<file path="config.mk">
export PLATFORM = sky130hd
export DESIGN_NAME = mem_burst_master
export DESIGN_NICKNAME = d
export VERILOG_FILES = /design/src/rtl/mem_bus_pkg.sv /design/src/rtl/mem_rd_skid.sv /design/src/rtl/mem_burst_master.sv
export SDC_FILE = /design/constraint.sdc
export NUM_CORES = 1
export LEC_CHECK = 0
export CORE_MARGIN = 5
export CORE_UTILIZATION = 47
export DETAILED_ROUTE_END_ITERATION = 7
export PLACE_DENSITY = 0.9
export SYNTH_ARGS = -nofsm -noshare
export SYNTH_HDL_FRONTEND = slang
export SYNTH_SLANG_ARGS = --single-unit
export TNS_END_PERCENT = 50
</file>
<file path="constraint.sdc">
create_clock -name clk -period 2.9 [get_ports clk]
set_input_delay 0.29 -clock clk [delete_from_list [all_inputs] [get_ports clk]]
set_output_delay 0.29 -clock clk [all_outputs]
set_load 0.005 [all_outputs]
</file>
<file path="src/rtl/mem_bus_pkg.sv">
// Shared definitions for the single-port memory bus: burst FSM state encoding
// and the default geometry used by both the burst master and slave_memory.
package mem_bus_pkg;

    localparam int DEF_ADDR_WIDTH = 12;
    localparam int DEF_DATA_WIDTH = 8;
    localparam int DEF_MEM_SIZE   = 4096;
    localparam int DEF_LEN_WIDTH  = 8;

    typedef enum logic [1:0] {
        IDLE  = 2'd0,
        WRITE = 2'd1,
        READ  = 2'd2,
        DRAIN = 2'd3
    } burst_state_e;

endpackage

</file>
<file path="src/rtl/mem_rd_skid.sv">
// One-entry holding register for read beats. A load always wins over a pop,
// so issuing into the slot while it is being emptied keeps one beat per cycle.
module mem_rd_skid #(
    parameter int DATA_WIDTH = 8
) (
    input  logic                  clk,
    input  logic                  rst,
    input  logic                  load_i,
    input  logic [DATA_WIDTH-1:0] data_i,
    input  logic                  ready_i,
    output logic                  valid_o,
    output logic [DATA_WIDTH-1:0] data_o,
    output logic                  free_o
);

    logic                  valid_q;
    logic [DATA_WIDTH-1:0] data_q;

    always_ff @(posedge clk) begin
        if (rst) begin
            valid_q <= 1'b0;
            data_q  <= '0;
        end else if (load_i) begin
            valid_q <= 1'b1;
            data_q  <= data_i;
        end else if (ready_i) begin
            valid_q <= 1'b0;
        end
    end

    assign valid_o = valid_q;
    assign data_o  = data_q;
    // The slot can accept a new beat if it is empty or its beat leaves this cycle.
    assign free_o  = !valid_q || ready_i;

endmodule

</file>
<file path="src/rtl/mem_burst_master.sv">
// Burst initiator for the single-port slave memory: one access per beat with
// auto-incrementing address. Define MEM_BURST_MASTER_BOUNDS_EN to reject
// commands that would run past MEM_SIZE (err pulse instead of execution).
module mem_burst_master
    import mem_bus_pkg::*;
#(
    parameter int ADDR_WIDTH = DEF_ADDR_WIDTH,
    parameter int DATA_WIDTH = DEF_DATA_WIDTH,
    parameter int MEM_SIZE   = DEF_MEM_SIZE,
    parameter int LEN_WIDTH  = DEF_LEN_WIDTH
) (
    input  logic                  clk,
    input  logic                  rst,
    input  logic                  cmd_valid,
    output logic                  cmd_ready,
    input  logic                  cmd_write,
    input  logic [ADDR_WIDTH-1:0] cmd_addr,
    input  logic [LEN_WIDTH-1:0]  cmd_len,
    input  logic                  wr_valid,
    output logic                  wr_ready,
    input  logic [DATA_WIDTH-1:0] wr_data,
    output logic                  rd_valid,
    input  logic                  rd_ready,
    output logic [DATA_WIDTH-1:0] rd_data,
    output logic                  done,
    output logic                  err,
    output logic                  mem_wen,
    output logic                  mem_ren,
    output logic [ADDR_WIDTH-1:0] mem_addr,
    output logic [DATA_WIDTH-1:0] mem_wdata,
    input  logic [DATA_WIDTH-1:0] mem_rdata
);

    localparam int SUM_W = ADDR_WIDTH + LEN_WIDTH + 1;

`ifdef MEM_BURST_MASTER_BOUNDS_EN
    localparam bit BOUNDS_EN = 1'b1;
`else
    localparam bit BOUNDS_EN = 1'b0;
`endif

    localparam logic [SUM_W-1:0] MEM_LIMIT = SUM_W'(MEM_SIZE);

    burst_state_e          state_q;
    logic [ADDR_WIDTH-1:0] addr_q;
    logic [ADDR_WIDTH-1:0] addr_d;
    logic [LEN_WIDTH-1:0]  cnt_q;
    logic [LEN_WIDTH-1:0]  cnt_d;
    logic                  done_q;
    logic                  err_q;
    logic [SUM_W-1:0]      cmd_end_d;
    logic                  cmd_oob_d;
    logic                  wr_beat;
    logic                  rd_issue;
    logic                  rd_free;

    // End address is computed wide enough that it can never wrap.
    assign cmd_end_d = SUM_W'(cmd_addr) + SUM_W'(cmd_len) + SUM_W'(1);
    assign cmd_oob_d = BOUNDS_EN && (cmd_end_d > MEM_LIMIT);

    assign addr_d = addr_q + ADDR_WIDTH'(1);
    assign cnt_d  = cnt_q - LEN_WIDTH'(1);

    assign cmd_ready = (state_q == IDLE);
    assign wr_ready  = (state_q == WRITE);
    assign wr_beat   = wr_ready && wr_valid;
    assign rd_issue  = (state_q == READ) && rd_free;

    assign mem_wen   = wr_beat;
    assign mem_ren   = rd_issue;
    assign mem_addr  = addr_q;
    assign mem_wdata = wr_data;
    assign done      = done_q;
    assign err       = err_q;

    mem_rd_skid #(
        .DATA_WIDTH(DATA_WIDTH)
    ) u_rd_skid (
        .clk     (clk),
        .rst     (rst),
        .load_i  (rd_issue),
        .data_i  (mem_rdata),
        .ready_i (rd_ready),
        .valid_o (rd_valid),
        .data_o  (rd_data),
        .free_o  (rd_free)
    );

    always_ff @(posedge clk) begin
        if (rst) begin
            state_q <= IDLE;
            addr_q  <= '0;
            cnt_q   <= '0;
            done_q  <= 1'b0;
            err_q   <= 1'b0;
        end else begin
            done_q <= 1'b0;
            err_q  <= 1'b0;
            case (state_q)
                IDLE: begin
                    if (cmd_valid) begin
                        if (cmd_oob_d) begin
                            err_q <= 1'b1;
                        end else begin
                            addr_q  <= cmd_addr;
                            cnt_q   <= cmd_len;
                            state_q <= cmd_write ? WRITE : READ;
                        end
                    end
                end
                WRITE: begin
                    if (wr_beat) begin
                        addr_q <= addr_d;
                        cnt_q  <= cnt_d;
                        if (cnt_q == '0) begin
                            state_q <= IDLE;
                            done_q  <= 1'b1;
                        end
                    end
                end
                READ: begin
                    if (rd_issue) begin
                        addr_q <= addr_d;
                        cnt_q  <= cnt_d;
                        if (cnt_q == '0) begin
                            state_q <= DRAIN;
                        end
                    end
                end
                DRAIN: begin
                    // The last beat already sits in the holding register.
                    if (rd_valid && rd_ready) begin
                        state_q <= IDLE;
                        done_q  <= 1'b1;
                    end
                end
                default: state_q <= IDLE;
            endcase
        end
    end

endmodule

</file>
---- Word level (Yosys, flattened, before mapping) ----
Cells that the tools add are included.
cells by class
  add/sub/neg operators ................... 2
  eq/ne operators ......................... 9
  mux-type cells .......................... 22
  reductions and logical operators ........ 11
operators by type and width
  cell                                                  count
  two-way mux 12 bit                                    3
  case mux 12 bit (3 select lines)                      1
  two-way mux 8 bit                                     3
  case mux 8 bit (3 select lines)                       1
  two-way mux 2 bit                                     7
  adder 12 x 1 -> 12 bit (second input constant)        1
  logical NOT 8 bit                                     1
  case mux 2 bit (4 select lines)                       1
  subtractor 8 x 1 -> 8 bit (second input constant)     1
  != test 2 x 1 -> 1 bit (second input constant)        3
  != test 2 bit (second input constant)                 3
  AND reduction 6 bit                                   1
  two-way mux 1 bit                                     5
  equality test 2 bit (second input constant)           2
  AND reduction 4 bit                                   1
  logical AND 1 bit                                     3
  nonzero test 3 bit                                    1
  equality test 2 x 1 -> 1 bit (second input constant)  1
  logical NOT 2 bit                                     1
  case mux 1 bit (2 select lines)                       1
  nonzero test 2 bit                                    1
  logical NOT 1 bit                                     1
  logical OR 1 bit                                      1
word-level totals
  register bits ........................... 32
  input port bits ......................... 42
  output and inout bits ................... 35
  word-level logic and storage cells ...... 50

---- Longest topological paths before layout ----
  word-level depth ........................ 5
  depth in mapped cells ................... 7
  gate-level depth less buffers ........... 6

---- Cells and area by module ----
Synthesis repeated with hierarchy kept, for this count alone.
unflattened totals
  cells, all modules ...................... 236
  area, all modules ....................... 1,911.8 µm²
by module, submodules not included
  module            times used  cells an instance  area each (µm²)  sequential area each (µm²)
  mem_burst_master  1           206                1,590.3          460.4
  mem_rd_skid       1           30                 321.6            180.2

---- Worst setup path after synthesis ----
No wires, ideal clock.
  path type ............................... register to register
  start point ............................. register state_q[0]
  end point ............................... register cnt_q[5]
  library setup time ...................... 0.132 ns
  arrival ................................. 1.754 ns
  required time ........................... 2.768 ns
  setup slack ............................. 1.013 ns
  cell stages (with the launch flop) ...... 8
  path buffers ............................ 1
  clock period less this slack ............ 1.887 ns
  cells stage by stage .................... dfxtp_1 inv_1 ha_1 and3b_4 or4_4 buf_6 o21ai_1 a21oi_1
between the ends
  cells in the longest elaborated chain, start to end .. 4
  elaborated cells between the ends (all ways) .. 11
  classes of those cells .................. 5 x eq/ne; 1 x mux; 5 x reduce/logical
ends and longest elaborated chain
  item                                                                 line                                                                    text
  from (decl)                                                          mem_burst_master.sv:44                                                  burst_state_e state_q;
  from (signal assigned)                                               mem_burst_master.sv:107                                                 state_q <= cmd_write ? WRITE : READ;
  equality test 2 bit or equality test 2 x 1 -> 1 bit (tied branches)  mem_burst_master.sv:67, mem_burst_master.sv:99, mem_burst_master.sv:65
  logical AND 1 bit (on tied branches)                                 mem_burst_master.sv:67, mem_burst_master.sv:66
  != test 2 bit (no line) or != test 2 x 1 -> 1 bit (tied branches)    -
  AND reduction 4 bit (no line)                                        -
  to (signal assigned)                                                 mem_burst_master.sv:106                                                 cnt_q <= cmd_len;
  to (signal assigned)                                                 mem_burst_master.sv:114                                                 cnt_q <= cnt_d;
  to (signal assigned)                                                 mem_burst_master.sv:124                                                 cnt_q <= cnt_d;
  to (decl)                                                            mem_burst_master.sv:47                                                  logic [LEN_WIDTH-1:0] cnt_q;
Several ways; a longest one is shown, not always the timed one.
A chain may end at the register's enable or synchronous reset.

---- Worst setup path after layout ----
  start point ............................. register state_q[0]
  end point ............................... register addr_q[5] (netlist: mem_addr[5])
between the ends
  cells in the longest elaborated chain, start to end .. 4
  elaborated cells between the ends (all ways) .. 11
  classes of those cells .................. 5 x eq/ne; 1 x mux; 5 x reduce/logical
ends and longest elaborated chain
  item                                                                 line                                                                    text
  equality test 2 bit or equality test 2 x 1 -> 1 bit (tied branches)  mem_burst_master.sv:67, mem_burst_master.sv:99, mem_burst_master.sv:65
  logical AND 1 bit (on tied branches)                                 mem_burst_master.sv:67, mem_burst_master.sv:66
  != test 2 bit (no line) or != test 2 x 1 -> 1 bit (tied branches)    -
  AND reduction 4 bit (no line)                                        -
  to (signal assigned)                                                 mem_burst_master.sv:105                                                 addr_q <= cmd_addr;
  to (signal assigned)                                                 mem_burst_master.sv:113                                                 addr_q <= addr_d;
  to (signal assigned)                                                 mem_burst_master.sv:123                                                 addr_q <= addr_d;
  to (decl)                                                            mem_burst_master.sv:45                                                  logic [ADDR_WIDTH-1:0] addr_q;
Several ways; a longest one is shown, not always the timed one.

==> flow_summary.toml <==
[timing]
rsz0062_at_grt = "no"
setup_viol_count_final = 0
slew_viol_final = 0
setup_slack_ns = 0.676
fmax_mhz = 450
holdWs_ns = 0.486
finalCriticalPeriod_ns = 2.22
worst-slew-pin-transition_ns = 0.659
tns_ns = 0
slew_headroom_pct = 55.7
period_share_pct = 76.7
hold_viol = 0
skew_ns = 0.0116

[critical_path]
cp.arrival_ns = 2.44
start_kind = "flop"
worstPathMaxFanout = 19
critPathKind = "reg -> reg"
worstPathRequired_ns = 3.12
crit_path_end_kind = "flop"

[drt]
vias = 1903
dr.pass1.iters = 4
via_per_inst = 5.61
remaining_drc_errors = 0
antenna_left = 0
avgRoutedWirePerCell_um = 14.7
drt_first_iter_violations = 213
routed_wl_mm = 4.99

[synth]
syn_area_per_cell_um2 = 8.28
synth_top_cell_by_area = "dfxtp_1"
netlist_instances = 237
yosysSeqAreaShare_pct = 32.7
synth_nets = 288
netlist_top_cells_area = "dfxtp_1, mux2i_1, ha_1"
ys_seq_elements = 32
ys_types = 50
synth_top_area_share_pct = 32.7
syn_area_um2 = 1960
ys_warn_count = 0

[clock_tree]
clock-sinks = 32
cts_buffers = 5
clk_pin_slew_ns = 0.07
cts_root_buf = "clkbuf_8"
postCtsSetupBuffers = 0
htree_num_levels = 2
ctsHoldBuffers = 0
clk_path_buf_depth = 2
cts_tree = "built"
ctsResizeCount = 0
clkLatencyLatePin_ns = 0.30

[cells_and_area]
instances_no_fill = 339
nNetsFinal = 339
n_antenna_cell = 0
utilization_pct = 65.4
layout-drive-gt1-share_pct = 8.65
finalInstanceArea_um2 = 2640
area_growth_pct = 34.3

[placed_design]
place_inst = 331
gp_congestion = 0.877
dpl_cell_area_um2 = 2530
detailed_place_hpwl_mm = 3.59
io_buffers = 59
pre_cts_slack_ns = 0.715

[die]
die-height_um = 74.6
ioPinCount = 77
die_area_um2 = 5570
core_area_um2 = 4030
initial_utilization_pct = 48.7
die_width_um = 74.6
num_rows = 23

[grt]
grt_max_degree = 26
grt_overflow = 0
grt_pass1_vias = 1696
antenna_found_initial = 0
grt_usage_pct = 18.3
grt_pass1_wl_mm = 7.89

[pwr]
ir_drop_v = 0.000526
power_density_nw_per_um2 = 994
power.static_leakage_nw = 1.04
total_power_mw = 2.62

[run]
drv_cap = 0

[outcome]
status = "finished, final reports clean"

[hold_path]
min_path_type = "reg -> reg"
-- cell type report --
class	instances	area (um^2)
Sequential cell	32	641
Clock inverter	2	35.0
Tap cell	50	62.6
Clock buffer	6	72.6
Multi-Input combinational cell	172	1140
Fill cell	361	1390
Inverter	12	45.0
Timing Repair Buffer	65	636
-- cells in the mapped netlist (all sizes together) --
library cell / instances
nand2: 17
inv: 11
o41ai: 1
mux2i: 12
o221ai: 1
o211ai: 1
nand4: 5
a311oi: 1
and3: 5
o31ai: 3
a31oi: 2
or2: 1
and3b: 1
a311o: 1
a221oi: 1
nor3: 4
o22ai: 1
nor2: 19
o31a: 1
nand3: 7
a32o: 2
a21o: 2
and2: 2
mux2: 1
o21ai: 23
nand4b: 1
o2bb2ai: 1
a21oi: 21
or4: 3
dfxtp: 32
nor4: 5
ha: 9
a211o: 1
clkbuf: 7
clkinv: 1
a2111o: 1
buf: 14
or3: 1
nor2b: 10
conb: 1
a211oi: 4
-- flip-flops by register name, indices dropped and copies added (netlist names) --
| register | cells |
|---|---|
| mem_addr | 12 |
| state_q | 2 |
| cnt_q | 8 |
| u_rd_skid.valid_o | 1 |
| u_rd_skid.data_o | 8 |
| done | 1 |
-- cell families (layout without fill, tap and decap cells) --
| logic type | after synthesis | after routing | share of synthesized area (%) |
|---|---|---|---|
| simple gates | 81 | 81 | 22.9 |
| mux | 13 | 13 | 6.70 |
| buf+inv | 33 | 85 | 9.06 |
| fa+ha+maj | 9 | 9 | 5.74 |
| flops | 32 | 32 | 32.7 |
| other cells | 1 | 1 | 0.191 |
| compound gates | 68 | 68 | 22.8 |
-- routing by layer --
layer | share of wire (%) | global-route usage (%)
met1 | 42 | 21.9
met2 | 47 | 30.8
met3 | 9.9 | 6.28
met4 | 1.2 | 6.13
met5 | 0 | 0
-- critical path, stage by stage, from the launching register on --
cell and delay [ns]:
dfxtp_1 0.38, inv_1 0.10, ha_1 0.30, buf_4 0.22, clkinv_1 0.47, nor4_1 0.39, a21oi_1 0.09, o31ai_2 0.19
-- layout by cell type, fill, tap and decap left out, types with 6 or more instances in the layout --
| master | synthesis | final |
|---|---|---|
| clkdlybuf4s50_1 | 0 | 59 |
| dfxtp_1 | 32 | 32 |
| a21oi_1 | 20 | 20 |
| nor2_1 | 19 | 19 |
| nand2_1 | 17 | 17 |
| o21ai_0 | 15 | 15 |
| mux2i_1 | 12 | 12 |
| inv_1 | 11 | 11 |
| nor2b_1 | 10 | 10 |
| ha_1 | 9 | 9 |
| o21ai_1 | 8 | 8 |
| nand3_1 | 7 | 7 |
| buf_4 | 10 | 6 |
-- final timing paths --
path	start	to	slack [ns]	depth (start not counted)
worst max-delay path	state_q[0]	mem_addr[5]	0.68	7
worst min-delay path	cnt_q[1]	cnt_q[1]	0.49	2
worst max register to register	state_q[0]	mem_addr[5]	0.68	7
worst min register to register	cnt_q[1]	cnt_q[1]	0.49	2
-- report_power, final --
group          total [mW]  switching [mW]  internal (mW)  leakage, nW
logic                1.41           0.730          0.681        0.724
registers           0.784           0.186          0.598        0.263
clock network       0.425           0.170          0.255       0.0552
No activity file was read; power rests on OpenSTA's default activity.
